**config.mk**
```make
export PLATFORM = sky130hd
export DESIGN_NAME = ham_encoder_tx
export DESIGN_NICKNAME = d
export VERILOG_FILES = /design/src/rtl/ham_pkg.sv /design/src/rtl/ham_tx_fifo.sv /design/src/rtl/ham_encoder_tx.sv
export SDC_FILE = /design/constraint.sdc
export NUM_CORES = 1
export LEC_CHECK = 0
export ABC_CLOCK_PERIOD_IN_PS = 2500
export BUFFER_PORTS_ARGS = -buffer_cell sky130_fd_sc_hd__buf_2
export CAP_MARGIN = 5
export CORE_AREA = 2 2 101 103
export DETAILED_ROUTE_END_ITERATION = 10
export DIE_AREA = 0 0 103 105
export HOLD_SLACK_MARGIN = 0.05
export PLACE_DENSITY = 0.41
export SYNTH_ARGS = -nofsm -noshare
export SYNTH_HDL_FRONTEND = slang
export SYNTH_SLANG_ARGS = --single-unit
```
**constraint.sdc**
```tcl
create_clock -name clk -period 2.5 [get_ports clk]
set_input_delay 0.25 -clock clk [delete_from_list [all_inputs] [get_ports clk]]
set_output_delay 0.25 -clock clk [all_outputs]
set_load 0.05 [all_outputs]
```
**src/rtl/ham_pkg.sv**
```systemverilog
// ham_pkg: shared Hamming(7,4) types, serializer states and the codeword encoder.
package ham_pkg;
    localparam int HAM_CODE_W = 7;
    typedef logic [3:0] ham_data_t;
    typedef logic [HAM_CODE_W-1:0] ham_code_t;
    typedef enum logic [1:0] {IDLE, START, DATA, STOP} ham_tx_state_e;
    function automatic ham_code_t ham_encode(input ham_data_t d);
        return {d[3], d[2], d[1], d[1] ^ d[2] ^ d[3], d[0], d[0] ^ d[2] ^ d[3], d[0] ^ d[1] ^ d[3]};
    endfunction
endpackage

```
**src/rtl/ham_tx_fifo.sv**
```systemverilog
// ham_tx_fifo: synchronous codeword FIFO with push/pop/full/empty/count.
module ham_tx_fifo
    import ham_pkg::*;
#(
    parameter int DEPTH = 4
) (
    input  logic                         clk,
    input  logic                         rst_n,
    input  logic                         i_push,
    input  ham_code_t                    i_data,
    input  logic                         i_pop,
    output ham_code_t                    o_data,
    output logic                         o_full,
    output logic                         o_empty,
    output logic [$clog2(DEPTH+1)-1:0]   o_count
);
    localparam int AW = $clog2(DEPTH);
    localparam int CW = $clog2(DEPTH + 1);
    ham_code_t     r_mem [DEPTH];
    logic [AW-1:0] r_wptr;
    logic [AW-1:0] r_rptr;
    logic [CW-1:0] r_count;
    always_ff @(posedge clk)
        if (i_push) r_mem[r_wptr] <= i_data;
    always_ff @(posedge clk or negedge rst_n)
        if (!rst_n) begin
            r_wptr  <= '0;
            r_rptr  <= '0;
            r_count <= '0;
        end else begin
            if (i_push) r_wptr <= r_wptr + 1'b1;
            if (i_pop) r_rptr <= r_rptr + 1'b1;
            r_count <= r_count + CW'(i_push) - CW'(i_pop);
        end
    assign o_data  = r_mem[r_rptr];
    assign o_full  = r_count == CW'(DEPTH);
    assign o_empty = r_count == '0;
    assign o_count = r_count;
endmodule

```
**src/rtl/ham_encoder_tx.sv**
```systemverilog
// ham_encoder_tx: Hamming(7,4) encoder, codeword FIFO and framed idle-high serializer.
// Defining HAM_TX_PARITY_EN appends an overall even-parity bit (SECDED) to each frame.
module ham_encoder_tx
    import ham_pkg::*;
#(
    parameter int DEPTH      = 4,
    parameter int BIT_CYCLES = 4
) (
    input  logic                        clk,
    input  logic                        rst_n,
    input  logic [3:0]                  data_in,
    input  logic                        data_valid,
    output logic                        data_ready,
    output logic                        tx_serial,
    output logic                        tx_busy,
    output logic [$clog2(DEPTH+1)-1:0]  fifo_count
);
`ifdef HAM_TX_PARITY_EN
    localparam int NBITS = HAM_CODE_W + 1;
`else
    localparam int NBITS = HAM_CODE_W;
`endif
    localparam int BW = $clog2(BIT_CYCLES + 1);
    localparam int IW = $clog2(NBITS + 1);
    ham_tx_state_e    r_state;
    logic [BW-1:0]    r_cnt;
    logic [IW-1:0]    r_idx;
    logic [NBITS-1:0] r_shift;
    logic             r_tx;
    logic             r_busy;
    logic             w_full;
    logic             w_empty;
    logic             w_push;
    logic             w_pop;
    logic             w_bit_end;
    ham_code_t        w_head;
    logic [NBITS-1:0] w_frame;
    assign data_ready = !w_full;
    assign w_push     = data_valid && !w_full;
    assign w_bit_end  = r_cnt == BW'(BIT_CYCLES - 1);
    assign w_pop      = !w_empty && (r_state == IDLE || (r_state == STOP && w_bit_end));
`ifdef HAM_TX_PARITY_EN
    assign w_frame = {^w_head, w_head};
`else
    assign w_frame = w_head;
`endif
    ham_tx_fifo #(.DEPTH(DEPTH)) u_fifo (
        .clk     (clk),
        .rst_n   (rst_n),
        .i_push  (w_push),
        .i_data  (ham_encode(data_in)),
        .i_pop   (w_pop),
        .o_data  (w_head),
        .o_full  (w_full),
        .o_empty (w_empty),
        .o_count (fifo_count)
    );
    // A pop always starts a frame, whether from IDLE or back-to-back from STOP.
    always_ff @(posedge clk or negedge rst_n)
        if (!rst_n) begin
            r_state <= IDLE;
            r_cnt   <= '0;
            r_idx   <= '0;
            r_shift <= '0;
            r_tx    <= 1'b1;
            r_busy  <= 1'b0;
        end else if (w_pop) begin
            r_state <= START;
            r_cnt   <= '0;
            r_idx   <= '0;
            r_shift <= w_frame;
            r_tx    <= 1'b0;
            r_busy  <= 1'b1;
        end else if (r_state != IDLE) begin
            r_cnt <= w_bit_end ? '0 : r_cnt + 1'b1;
            if (w_bit_end)
                case (r_state)
                    START: begin
                        r_state <= DATA;
                        r_tx    <= r_shift[0];
                    end
                    DATA: if (r_idx == IW'(NBITS - 1)) begin
                        r_state <= STOP;
                        r_tx    <= 1'b1;
                    end else begin
                        r_idx   <= r_idx + 1'b1;
                        r_shift <= r_shift >> 1;
                        r_tx    <= r_shift[1];
                    end
                    default: begin
                        r_state <= IDLE;
                        r_tx    <= 1'b1;
                        r_busy  <= 1'b0;
                    end
                endcase
        end
    assign tx_serial = r_tx;
    assign tx_busy   = r_busy;
endmodule

```
# Yosys cells after proc, flatten, opt, wreduce, memory -nomap -nowiden
# Memory sizes are Yosys's and may differ from the RTL's.
# Cells that the tools add are included.
word_totals:
  reg_bits: 24
  mem_bits_rw: 28
  in_bits: 7
  output_inout_bits: 6
  word_cells: 77
  mem_count: 1
memory_table:
  columns: ["memory", "words", "width", "rd", "rd_clocked_by_memory_dff", "write_ports", "line", "text"]
  rows:
  - ["u_fifo.r_mem", 4, 7, 1, 0, 1, "ham_tx_fifo.sv:19", "ham_code_t r_mem [DEPTH];"]
classes:
  addsub: 6
  n_eq_ne: 9
  mux: 29
  bitwise_logic: 6
  n_reduce_logical: 17
op_table:
  columns: ["cell", "n"]
  rows:
  - ["$mux W7", 5]
  - ["$mux W3", 8]
  - ["$mux W1", 10]
  - ["$mux W2", 4]
  - ["$reduce_bool A2 Y1", 4]
  - ["$add A3 B1 Y3 const B", 2]
  - ["$eq A3 B3 Y1 const B", 2]
  - ["$reduce_and A3 Y1", 2]
  - ["$xor A1 B1 Y1", 6]
  - ["$add A2 B1 Y2 const B", 2]
  - ["$eq A2 B2 Y1 const B", 2]
  - ["$ne A2 B1 Y1 const B", 2]
  - ["$pmux W2 S2", 1]
  - ["$reduce_and A4 Y1", 1]
  - ["$add A3 B1 Y3", 1]
  - ["$eq A3 B2 Y1 const B", 1]
  - ["$logic_and A1 B1 Y1", 3]
  - ["$logic_not A3 Y1", 1]
  - ["$ne A3 B2 Y1 const B", 1]
  - ["$sub A3 B1 Y3", 1]
  - ["$eq A2 B1 Y1 const B", 1]
  - ["$logic_not A1 Y1", 2]
  - ["$logic_not A2 Y1", 1]
  - ["$pmux W1 S2", 1]
  - ["other kinds (3)", 3]

# Longest topological paths before layout
# Gate-level depths: netlist (run 1).
depth:
  ltp_word: 6
  ltp_mapped: 11
  mapped_depth_nobuf: 10

# Modules after synthesis
# From an unflattened synthesis (run 1), not the netlist that was laid out.
unflattened:
  cells_unflattened: 157
  area_unflattened_um2: 2351.0
modules_own_cells:
  columns: ["module", "instances", "cells_per_inst", "area_each_um2", "seq_area_each_um2"]
  rows:
  - ["ham_tx_fifo", 1, 71, 1400.1, 1016.0]
  - ["ham_encoder_tx", 1, 86, 950.9, 426.7]

# Worst setup path after synthesis (run 1)
# Ideal clock, no wire load.
synth_timing:
  kind: "flip-flop to flip-flop"
  start: "reg u_fifo.r_count[1], in the netlist u_fifo.o_count[1]"
  end: "reg u_fifo.r_count[2], in the netlist u_fifo.o_count[2]"
  setup_ns: 0.123
  t_arrival_ns: 2.458
  required_ns: 2.377
  setup_slack_ns: -0.080
  path_stages_with_launch: 10
  n_path_buf: 0
  period_less_slack_ns: 2.580
  path_cell_list: "dfrtp_1 -> nor2_1 -> nand2_1 -> and2_1 -> inv_1 -> ha_1 -> inv_1 -> ha_1 -> fa_1 -> xnor2_1"
synth_between:
  elab_chain_len: 5
  elab_cells_between_ends: 8
  classes_between: "2 x add/sub; 1 x eq/ne; 5 x reduce/logical"
synth_rtl:
  columns: ["element", "line", "text"]
  rows:
  - ["from (decl)", "ham_tx_fifo.sv:22", "logic [CW-1:0] r_count;"]
  - ["from (signal assigned)", "ham_tx_fifo.sv:33", "r_count <= r_count + CW'(i_push) - CW'(i_pop);"]
  - ["$eq A3 B3 Y1", "ham_tx_fifo.sv:36", "assign o_full = r_count == CW'(DEPTH);"]
  - ["$logic_not A1 Y1", null, null]
  - ["via data_ready", "ham_encoder_tx.sv:13", "output logic data_ready,"]
  - ["$logic_and A1 B1 Y1", "ham_encoder_tx.sv:39", "assign w_push = data_valid && !w_full;"]
  - ["$add A3 B1 Y3", "ham_tx_fifo.sv:33", null]
  - ["$sub A3 B1 Y3", "ham_tx_fifo.sv:33", null]
# The timed path passes the listed nets, and every way through them passes these cells.
# A chain may end at the register's enable or synchronous reset.

# Final worst setup path (run 1)
layout_timing:
  start: "reg r_state[0]"
  end: "reg u_fifo.r_count[2], in the netlist u_fifo.o_count[2]"
layout_between:
  elab_chain_len: 5
  elab_cells_between_ends: 6
  classes_between: "1 x add/sub; 1 x eq/ne; 4 x reduce/logical"
layout_rtl:
  columns: ["element", "line", "text"]
  rows:
  - ["from (decl)", "ham_encoder_tx.sv:25", "ham_tx_state_e r_state;"]
  - ["from (signal assigned)", "ham_encoder_tx.sv:61", "r_state <= IDLE;"]
  - ["from (signal assigned)", "ham_encoder_tx.sv:68", "r_state <= START;"]
  - ["from (signal assigned)", "ham_encoder_tx.sv:79", "r_state <= DATA;"]
  - ["$eq A2 B2 Y1", "ham_encoder_tx.sv:41", "assign w_pop = !w_empty && (r_state == IDLE || (r_state == STOP && w_bit_end));"]
  - ["$logic_and A1 B1 Y1", "ham_encoder_tx.sv:41", null]
  - ["$logic_or A1 B1 Y1 (*)", "ham_encoder_tx.sv:41", null]
  - ["$logic_and A1 B1 Y1 (*)", "ham_encoder_tx.sv:41", null]
  - ["via u_fifo.i_pop", "ham_tx_fifo.sv:11", "input logic i_pop,"]
  - ["$sub A3 B1 Y3 (*)", "ham_tx_fifo.sv:33", null]
# The timed path passes the listed nets; every way through them passes the cells marked *.

==> results.yml, run 1 <==
final_layout:
  postLayoutCoreUtil_pct: 28.0
  mostFrequentLayoutCells: "28 x sky130_fd_sc_hd__edfxtp_1, 22 x sky130_fd_sc_hd__dfrtp_1, 13 x sky130_fd_sc_hd__inv_1, 13 x sky130_fd_sc_hd__ha_1, 12 x sky130_fd_sc_hd__buf_2"
  final_nets: 201
  final_common_cell: "sky130_fd_sc_hd__edfxtp_1"
  post_route_cells_drive_above_1_share_pct: 21.5
  seqCellArea_um2: 1440
  n_fill_cell: 1022
  diodes: 0
  synthToLayoutAreaGrowth_pct: 14.3
  multi_input_area_um2: 856
yosys:
  synth_fa_ha_area_share_pct: 7.73
  yosys.area_share.xor_xnor_pct: 3.71
  syn_area_um2: 2360
  synth-seq-cells: 52
  syn_avg_cell_area_um2: 14.8
  synthFlopType: "sky130_fd_sc_hd__edfxtp_1"
  ys_async_sr_fraction_pct: 46.2
  yosys-mux-area-fraction_pct: 7.57
  synth_top_family_by_area: "compound AO/OA/AOI/OAI gates"
  synth.yosys.seq_area_share_pct: 61.1
  synth_edf_count: 28
  syn_inst: 160
  post_synth_num_cell_types: 40
  synth_nets: 181
  synth-simple-area-share_pct: 7.15
  synth-compound-area-share_pct: 9.96
  ys.warnings.count: 0
critical_path:
  cp_max_fo: 4
  critPathArrivalTime_ns: 2.43
  critPathCaptureType: "flip-flop"
  critical_path_class: "reg -> reg"
  crit_required_ns: 2.69
  worst_r2r_path_depth: 10
  crit_path_start_kind: "flip-flop"
place:
  detailed_placement_hpwl_mm: 3.02
  io_buffer_count: 12
  gp_routability_congestion: 0.754
grt:
  vias_in_the_first_global_route: 1414
  grt_usage_pct: 8.48
  grt_max_degree: 25
  busiest_layer: "met2"
  grt_overflow: 0
  grt_util_met3_pct: 2.21
  grt_use_met2_pct: 13.9
  grtUsageMet1_pct: 11.2
  grt_antenna_before_repair: 0
  grt_pass1_wl_mm: 7.03
cts:
  cts_num_sinks: 52
  numCtsBuffers: 5
  clock_insertion_delay_worst_skew_ns: 0.30
  cts-resized-gates: 0
  cts-root-to-sink-buffers: 2
  cts_htree_levels: 2
  worst_setup_hold_path_clk_slew_ns: 0.09
  cts_root_buffer: "sky130_fd_sc_hd__clkbuf_8"
  cts_tree: "done"
die:
  core_area_um2: 9640
  placement_rows: 36
  floorplan.io_pins: 13
  fp.dieW_um: 103
  initial_utilization_pct: 24.5
  dieHeight_um: 105
  dieArea_um2: 10800
detailed_routing:
  post-route-drc-count: 0
  drtIter0Drc: 38
  route.vias.total: 1278
  first_pass_iters: 4
  detail_route.wl_per_cell_um: 13.4
  wirelength_mm: 4.22
  detail_route.vias_per_cell: 4.07
  number_of_nets_with_antenna_violations_after_routing: 0
power_and_ir_drop:
  power_frac_seq_pct: 43.0
  cell_internal_pwr_w: 0.00205
  pwr-share-clk_pct: 14.3
  p_leak_nw: 1.03
  power.share.switching_pct: 38.6
  share_comb_of_total_power_pct: 42.7
  p_per_area_nw_per_um2: 1230
  switching_power_w: 0.00129
  worst_ir_drop_vdd_mv: 0.279
timing:
  achievable-frequency_mhz: 447
  final.period_utilization_pct: 89.5
  slew_headroom_pct: 63.3
  hold_violations: 0
  setup_violations: 0
  report.final.slew_viol_count: 0
  tightest_slew_ns: 0.551
  clock-skew-final_ns: 0.00546
  setup-tns-final_ns: 0
  finalWorstPathRequiredPeriod_ns: 2.24
  rsz_0062_raised_after_global_routing: "no"
hold_path:
  holdCritPathClass: "in -> reg"
  hold_path_depth: 1
run:
  maxCapViolations: 0
outcome:
  run_status: "finished, final reports clean"
-- Yosys cell counts (2+ instances only) --
cell type	instances	area share [%]
sky130_fd_sc_hd__ha_1	13	6.9
sky130_fd_sc_hd__o221a_1	6	2.9
sky130_fd_sc_hd__nand2_1	11	1.7
sky130_fd_sc_hd__edfxtp_1	28	36
sky130_fd_sc_hd__inv_1	13	2.1
sky130_fd_sc_hd__mux4_2	7	6.7
sky130_fd_sc_hd__nand2b_1	6	1.6
sky130_fd_sc_hd__a21oi_4	2	1.4
sky130_fd_sc_hd__dfrtp_1	23	24
sky130_fd_sc_hd__o21ai_0	3	0.64
sky130_fd_sc_hd__o21ai_1	2	0.42
sky130_fd_sc_hd__and3_1	4	1.1
sky130_fd_sc_hd__buf_2	2	0.42
sky130_fd_sc_hd__o31ai_1	2	0.64
sky130_fd_sc_hd__nor2_1	4	0.64
sky130_fd_sc_hd__xnor2_1	9	3.3
sky130_fd_sc_hd__a31oi_1	2	0.53
-- stage by stage --
stage / cell area, um^2 / std cells / power (W) / setup slack (ns) / hold WS (ns)
CTS: 2700 / 314 / 0.00341 / 0.247 / 0.200
detailed placement: 2600 / 305 / 0.00292 / 0.266 / 0.291
global placement: 2600 / 305 / 0.00293 / 0.332 / 0.288
global route: 2700 / 314 / 0.00362 / 0.0845 / 0.201
finish: 2700 / 314 / 0.00333 / 0.263 / 0.207
floorplan: 2370 / 160 / 0.00252 / 0.0630 / -0.0456
-- flip-flops by register name, indices dropped and copies added, names as in the netlist --
signal	count
u_fifo.r_mem	28
r_shift	7
r_cnt	3
r_idx	3
u_fifo.o_count	3
r_state	2
u_fifo.r_rptr	2
u_fifo.r_wptr	2
tx_busy	1
tx_serial	1
-- cell families (layout without fill, tap and decap cells) --
family	Yosys count	count (layout)
adders and majority gates	14	14
buffers and inverters	17	38
and+or+nand+nor	31	31
DFF	52	52
muxes	9	9
AOI/OAI and AO/OA	27	27
xor gates and xnor gates	10	10
-- what timing repair did --
item / CTS / global route
hold endpoints to repair: 23 / 0
setup buffers: 0 / 0
setup endpoints to repair: 0 / 0
hold buffers: 1 / 0
-- cell type report --
cell class,instances,area share (%)
inverters,14,1.95
clock buffers,6,2.69
repair buffers,16,3.43
clock inverters,2,0.602
well taps,133,6.16
multi-input cells,91,31.7
flip-flops and latches,52,53.5
-- routing by layer --
| metal | part of all wire, % | wire, um | vias up |
|---|---|---|---|
| li1 | - | - | 623 |
| met4 | 0.81 | 34 | 0 |
| met2 | 48 | 2030 | 14 |
| met5 | 0 | 0 | - |
| met3 | 2.4 | 103 | 4 |
| met1 | 49 | 2050 | 637 |
-- path summary, 6_finish.rpt --
path	endpoint	slack [ns]	from
max in group asynchronous	u_fifo.o_count[1]	1.64	rst_n
min in group asynchronous	r_shift[5]	0.46	rst_n
worst max-delay path	u_fifo.o_count[2]	0.26	r_state[0]
worst max register to register	u_fifo.o_count[2]	0.26	r_state[0]
worst min register to register	r_cnt[0]	0.49	r_cnt[0]
worst min-delay path	u_fifo.r_mem[2][2]	0.21	data_in[0]
-- worst max-delay path, stage by stage (launching register included) --
cell and delay (ns):
sky130_fd_sc_hd__dfrtp_1 0.40, sky130_fd_sc_hd__inv_1 0.08, sky130_fd_sc_hd__ha_1 0.23, sky130_fd_sc_hd__o32a_1 0.19
sky130_fd_sc_hd__o21ai_1 0.16, sky130_fd_sc_hd__inv_2 0.06, sky130_fd_sc_hd__ha_1 0.27, sky130_fd_sc_hd__inv_1 0.04
sky130_fd_sc_hd__ha_1 0.18, sky130_fd_sc_hd__fa_1 0.38, sky130_fd_sc_hd__xnor2_1 0.13
-- power by group through the flow --
stage,clock network [W],logic [W],registers (W)
final,0.000477,0.00142,0.00143
after detailed placement,0,0.00146,0.00146
after floorplan,0,0.00103,0.00149
after global placement,0,0.00147,0.00146
after global routing,0.000529,0.00162,0.00148
after CTS,0.000502,0.00146,0.00144
Power figures use the tool's default switching activity.
==> run 2, diff against run 1 <==
ABC_AREA = 1   (was not set)
CORE_AREA = 2 2 106 108   (was 2 2 101 103)
DIE_AREA = 0 0 108 110   (was 0 0 103 105)
==> results.yml, run 2 <==
outcome:
  run_status: "finished, final reports clean"
power_and_ir_drop:
  power_frac_seq_pct: 38.4
  switching_power_w: 0.00161
  worst_ir_drop_vdd_mv: 0.304
  p_leak_nw: 1.44
  share_comb_of_total_power_pct: 47.7
  p_per_area_nw_per_um2: 1210
  cell_internal_pwr_w: 0.00196
  pwr-share-clk_pct: 13.9
  power.share.switching_pct: 45.2
grt:
  vias_in_the_first_global_route: 1617
  grt_overflow: 0
  grt_pass1_wl_mm: 7.93
  grt_usage_pct: 8.81
  grt_max_degree: 25
  grt_antenna_before_repair: 0
place:
  io_buffer_count: 12
  detailed_placement_hpwl_mm: 3.37
  gp_routability_congestion: 0.693
  dpl_worst_slack_ns: 0.126
  place.detailed.instances: 428
  placed_area_um2: 2840
die:
  dieArea_um2: 11900
  placement_rows: 38
  dieHeight_um: 110
  floorplan.io_pins: 13
  core_area_um2: 10700
  fp.dieW_um: 108
  initial_utilization_pct: 24.4
detailed_routing:
  detail_route.vias_per_cell: 3.89
  wirelength_mm: 4.76
  number_of_nets_with_antenna_violations_after_routing: 0
  post-route-drc-count: 0
  route.vias.total: 1699
  drtIter0Drc: 82
  first_pass_iters: 4
  detail_route.wl_per_cell_um: 10.9
timing:
  slew_headroom_pct: 63.0
  rsz_0062_raised_after_global_routing: "no"
  clock-skew-final_ns: 0.00573
  setup-tns-final_ns: 0
  setup_violations: 0
  final.period_utilization_pct: 92.7
  achievable-frequency_mhz: 432
  tightest_slew_ns: 0.554
  finalWorstSetupSlack_ns: 0.183
  fin_hold_ws_ns: 0.178
  hold_violations: 0
  report.final.slew_viol_count: 0
  finalWorstPathRequiredPeriod_ns: 2.32
cts:
  cts_htree_levels: 2
  cts_root_buffer: "sky130_fd_sc_hd__clkbuf_8"
  post_cts.repair.setup_buffers: 0
  cts_tree: "done"
  cts-root-to-sink-buffers: 2
  worst_setup_hold_path_clk_slew_ns: 0.10
  cts_num_sinks: 52
  clock_insertion_delay_worst_skew_ns: 0.30
  numCtsBuffers: 5
yosys:
  syn_avg_cell_area_um2: 9.44
  synth.yosys.seq_area_share_pct: 55.4
  yosysTopAreaCell: "sky130_fd_sc_hd__edfxtp_1"
  yosys-top-cells-count: "94 x sky130_fd_sc_hd__nand2_1, 45 x sky130_fd_sc_hd__inv_1, 28 x sky130_fd_sc_hd__edfxtp_1"
  ys_async_sr_fraction_pct: 46.2
  synth_edf_count: 28
  ys.warnings.count: 0
  syn_area_um2: 2600
  post_synth_num_cell_types: 28
  synth_nets: 297
  synthFlopType: "sky130_fd_sc_hd__edfxtp_1"
  synth_top_area_share_pct: 32.3
  synth_most_common_cell: "sky130_fd_sc_hd__nand2_1"
  syn_inst: 276
  synth-seq-cells: 52
  synth.area.top_cells: "sky130_fd_sc_hd__edfxtp_1 32%, sky130_fd_sc_hd__dfrtp_1 22%, sky130_fd_sc_hd__nand2_1 14%, sky130_fd_sc_hd__inv_1 6.5%, sky130_fd_sc_hd__ha_1 6.2%"
hold_path:
  hp-start: "data_in[0]"
  hold-path-endpoint: "u_fifo.r_mem[2][2]"
  holdCritPathClass: "in -> reg"
  hold_path_depth: 1
final_layout:
  mostFrequentLayoutCells: "94 x sky130_fd_sc_hd__nand2_1, 45 x sky130_fd_sc_hd__inv_1, 28 x sky130_fd_sc_hd__edfxtp_1"
  final_nets: 317
  post_route_cells_drive_above_1_share_pct: 15.5
  final_common_cell: "sky130_fd_sc_hd__nand2_1"
  biggestRegsByFlops: "u_fifo.r_mem x28, r_shift x7"
  largest_register_ff_count: 28
  largest-register: "u_fifo.r_mem"
  final_cell_count_no_fill: 437
  stdcell_area_um2: 2950
  diodes: 0
  n_fill_cell: 1166
  synthToLayoutAreaGrowth_pct: 13.3
critical_path:
  worst_r2r_path_depth: 10
  crit-reg2reg-capture: "u_fifo.o_count[2]"
  regToRegSetupSlack_ns: 0.18
  critPathCaptureType: "flip-flop"
  crit_required_ns: 2.69
  r2r_path_start: "r_state[0]"
  critical_path_class: "reg -> reg"
  critPathArrivalTime_ns: 2.51
  cp_max_fo: 10
  crit_path_start_kind: "flip-flop"
run:
  maxCapViolations: 0
run 2: through the flow:
step           utilization, %  power (W)
2_1_floorplan               -    0.00273
3_3_place_gp             26.6    0.00314
3_5_place_dp             26.6    0.00314
4_1_cts                  27.6    0.00366
5_1_grt                  27.6    0.00394
6_report                 27.6    0.00357
run 2: power groups by stage:
stage / Clock (W) / Sequential (W) / Combinational [W]
floorplan: 0 / 0.00147 / 0.00127
global placement: 0 / 0.00139 / 0.00175
detailed placement: 0 / 0.00139 / 0.00175
CTS: 0.000529 / 0.00137 / 0.00176
global route: 0.000564 / 0.00140 / 0.00197
finish: 0.000497 / 0.00137 / 0.00170
run 2: how the worst max path moves through the flow:
| stage | cells after the start | end | slack [ns] | startpoint |
|---|---|---|---|---|
| after floorplan | 7 | u_fifo.o_count[2] | 0.09 | u_fifo.o_count[2] |
| after global placement | 10 | u_fifo.o_count[2] | 0.17 | r_state[0] |
| after detailed placement | 10 | u_fifo.o_count[2] | 0.13 | r_state[0] |
| after CTS | 10 | u_fifo.o_count[2] | 0.11 | r_state[0] |
| after global routing | 10 | u_fifo.o_count[2] | 0.05 | r_state[0] |
| final | 10 | u_fifo.o_count[2] | 0.18 | r_state[0] |
run 2: repair_timing:
action | 4_1_cts | 5_1_grt
hold buffers | 1 | 0
gates resized for setup | 0 | 1
endpoints found under the hold margin | 23 | 0
setup endpoints to repair | 0 | 1
run 2: cell families (layout without fill, tap and decap cells):
family / after synthesis / after routing / share of synthesized area, %
compound gates: 10 / 10 / 2.21
simple gates: 136 / 136 / 23.6
flops: 52 / 52 / 55.4
buf+inv: 54 / 75 / 8.45
fa+ha+maj: 14 / 14 / 7.01
xor+xnor: 10 / 10 / 3.36
run 2: per-layer routing:
metal,GRT usage (%),wire (um)
met1,11.1,2230
met2,15.3,2360
met3,1.41,116
met4,3.30,59
met5,0,0
run 2: worst max-delay path: stages, from the launching register on:
cell                      delay (ns)
sky130_fd_sc_hd__dfrtp_1        0.41
sky130_fd_sc_hd__inv_1          0.08
sky130_fd_sc_hd__ha_2           0.21
sky130_fd_sc_hd__or2_2          0.28
sky130_fd_sc_hd__nand2_2        0.13
sky130_fd_sc_hd__nor2_8         0.07
sky130_fd_sc_hd__ha_1           0.27
sky130_fd_sc_hd__inv_1          0.03
sky130_fd_sc_hd__ha_1           0.18
sky130_fd_sc_hd__fa_1           0.37
sky130_fd_sc_hd__xor2_1         0.16
run 2: area by class of cell:
type / count / area (um^2) / area share (%)
Clock buffer: 5 / 68.8 / 2.33
Clock inverter: 3 / 25.0 / 0.848
Inverter: 49 / 184 / 6.23
Multi-Input combinational cell: 170 / 945 / 32.0
Sequential cell: 52 / 1450 / 49.0
Tap cell: 140 / 175 / 5.94
Timing Repair Buffer: 18 / 108 / 3.65
==> run 3, diff against run 2 <==
CORE_AREA = 2 2 97 99   (was 2 2 106 108)
DIE_AREA = 0 0 99 101   (was 0 0 108 110)
PLACE_DENSITY = 0.46   (was 0.41)
REMOVE_ABC_BUFFERS = 1   (was not set)
==> results.yml, run 3 (synthesis results as in run 2) <==
critical_path:
  cp_max_fo: 10
  critical_path_class: "reg -> reg"
  crit_path_start_kind: "flip-flop"
  crit-reg2reg-capture: "u_fifo.o_count[2]"
  worst_r2r_path_depth: 10
  critPathArrivalTime_ns: 2.55
  critPathCaptureType: "flip-flop"
  crit_required_ns: 2.69
  r2r_path_start: "r_state[0]"
  regToRegSetupSlack_ns: 0.14
cts:
  cts_num_sinks: 52
  cts_tree: "done"
  clock_insertion_delay_worst_skew_ns: 0.31
  numCtsBuffers: 5
  cts-root-to-sink-buffers: 2
  worst_setup_hold_path_clk_slew_ns: 0.10
  cts_htree_levels: 2
  cts_root_buffer: "sky130_fd_sc_hd__clkbuf_8"
final_layout:
  largest-register: "u_fifo.r_mem"
  biggestRegsByFlops: "u_fifo.r_mem x28, r_shift x7"
  largest_register_ff_count: 28
  synthToLayoutAreaGrowth_pct: 12.2
  final_common_cell: "sky130_fd_sc_hd__nand2_1"
  n_fill_cell: 940
  diodes: 0
  final_nets: 318
  mostFrequentLayoutCells: "94 x sky130_fd_sc_hd__nand2_1, 45 x sky130_fd_sc_hd__inv_1, 28 x sky130_fd_sc_hd__edfxtp_1"
  post_route_cells_drive_above_1_share_pct: 14.8
hold_path:
  hold-path-endpoint: "u_fifo.r_mem[2][4]"
  holdCritPathClass: "in -> reg"
  hold_path_depth: 1
  hp-start: "data_in[1]"
power_and_ir_drop:
  p_leak_nw: 1.45
  worst_ir_drop_vdd_mv: 0.321
  p_per_area_nw_per_um2: 1230
grt:
  grt_overflow: 0
  grt_max_degree: 25
  vias_in_the_first_global_route: 1645
  grt_antenna_before_repair: 0
  grt_usage_pct: 10.6
  grt_pass1_wl_mm: 8.27
die:
  placement_rows: 35
  initial_utilization_pct: 29.0
  dieHeight_um: 101
  fp.dieW_um: 99
  core_area_um2: 8980
  dieArea_um2: 10000
  floorplan.io_pins: 13
outcome:
  run_status: "finished, final reports clean"
detailed_routing:
  detail_route.vias_per_cell: 4.14
  drtIter0Drc: 66
  detail_route.wl_per_cell_um: 11.8
  number_of_nets_with_antenna_violations_after_routing: 0
  first_pass_iters: 4
  route.vias.total: 1692
  wirelength_mm: 4.81
  post-route-drc-count: 0
timing:
  finalWorstPathRequiredPeriod_ns: 2.36
  setup-tns-final_ns: 0
  hold_violations: 0
  slew_headroom_pct: 60.7
  setup_violations: 0
  rsz_0062_raised_after_global_routing: "no"
  tightest_slew_ns: 0.590
  report.final.slew_viol_count: 0
  finalWorstSetupSlack_ns: 0.145
  achievable-frequency_mhz: 425
  final.period_utilization_pct: 94.2
  clock-skew-final_ns: 0.0109
place:
  gp_routability_congestion: 0.709
  dpl_worst_slack_ns: 0.123
  detailed_placement_hpwl_mm: 3.29
  io_buffer_count: 12
run:
  maxCapViolations: 0
[run 3: worst max path at each step]
stage	from	endpoint	slack, ns	cells past startpoint
final	r_state[0]	u_fifo.o_count[2]	0.14	10
after global routing	r_state[1]	u_fifo.o_count[2]	0.004	10
after CTS	r_state[0]	u_fifo.o_count[2]	0.11	10
after detailed placement	r_state[0]	u_fifo.o_count[2]	0.12	10
after global placement	r_state[0]	u_fifo.o_count[2]	0.18	10
after floorplan	u_fifo.o_count[1]	u_fifo.o_count[2]	-0.07	8
[run 3: through the flow]
| stage | std cells | power (W) | utilization, % | hold slack (ns) | instance area, um^2 |
|---|---|---|---|---|---|
| floorplan | 271 | 0.00267 | - | -0.0456 | 2570 |
| global placement | 398 | 0.00312 | 31.2 | 0.290 | 2800 |
| detailed placement | 398 | 0.00313 | 31.2 | 0.299 | 2800 |
| CTS | 407 | 0.00365 | 32.3 | 0.172 | 2900 |
| global route | 409 | 0.00397 | 32.6 | 0.169 | 2920 |
| finish | 409 | 0.00361 | 32.6 | 0.174 | 2920 |
[run 3: worst max-delay path, stage by stage, from the launching register on]
cell and delay, ns:
sky130_fd_sc_hd__dfrtp_1 0.40, sky130_fd_sc_hd__inv_1 0.08, sky130_fd_sc_hd__ha_1 0.25, sky130_fd_sc_hd__or2_2 0.31
sky130_fd_sc_hd__nand2_4 0.11, sky130_fd_sc_hd__nor2_8 0.05, sky130_fd_sc_hd__ha_1 0.27, sky130_fd_sc_hd__inv_1 0.04
sky130_fd_sc_hd__ha_1 0.18, sky130_fd_sc_hd__fa_1 0.37, sky130_fd_sc_hd__xor2_1 0.17
[run 3: where the power goes]
group          leakage (nW)  internal, W  switching (W)
Sequential            0.554      0.00119       0.000210
Clock                0.0487     0.000205       0.000301
Combinational         0.848     0.000559        0.00114
[run 3: per-layer routing]
metal	part of all wire, %	track usage, %	vias to the layer above
met5	0	0	-
li1	-	-	893
met1	49	13.9	777
met4	1.2	3.16	0
met2	47	17.5	16
met3	2.7	2.57	6
[run 3: cell type report]
class / instances / area (um^2) / share of cell area [%]
sequential: 52 / 1440 / 49.4
timing repair buffer: 19 / 115 / 3.94
inverter: 49 / 184 / 6.29
tap: 111 / 139 / 4.75
clock inverter: 3 / 26.3 / 0.899
clock buffer: 5 / 68.8 / 2.35
multi-input combinational: 170 / 947 / 32.4
[run 3: repair_timing]
item                                    in CTS  in global routing
hold endpoints to repair                    23                  0
setup buffers                                0                  2
hold buffers                                 1                  0
resized for setup                            0                  1
endpoints found under the setup margin       0                  1
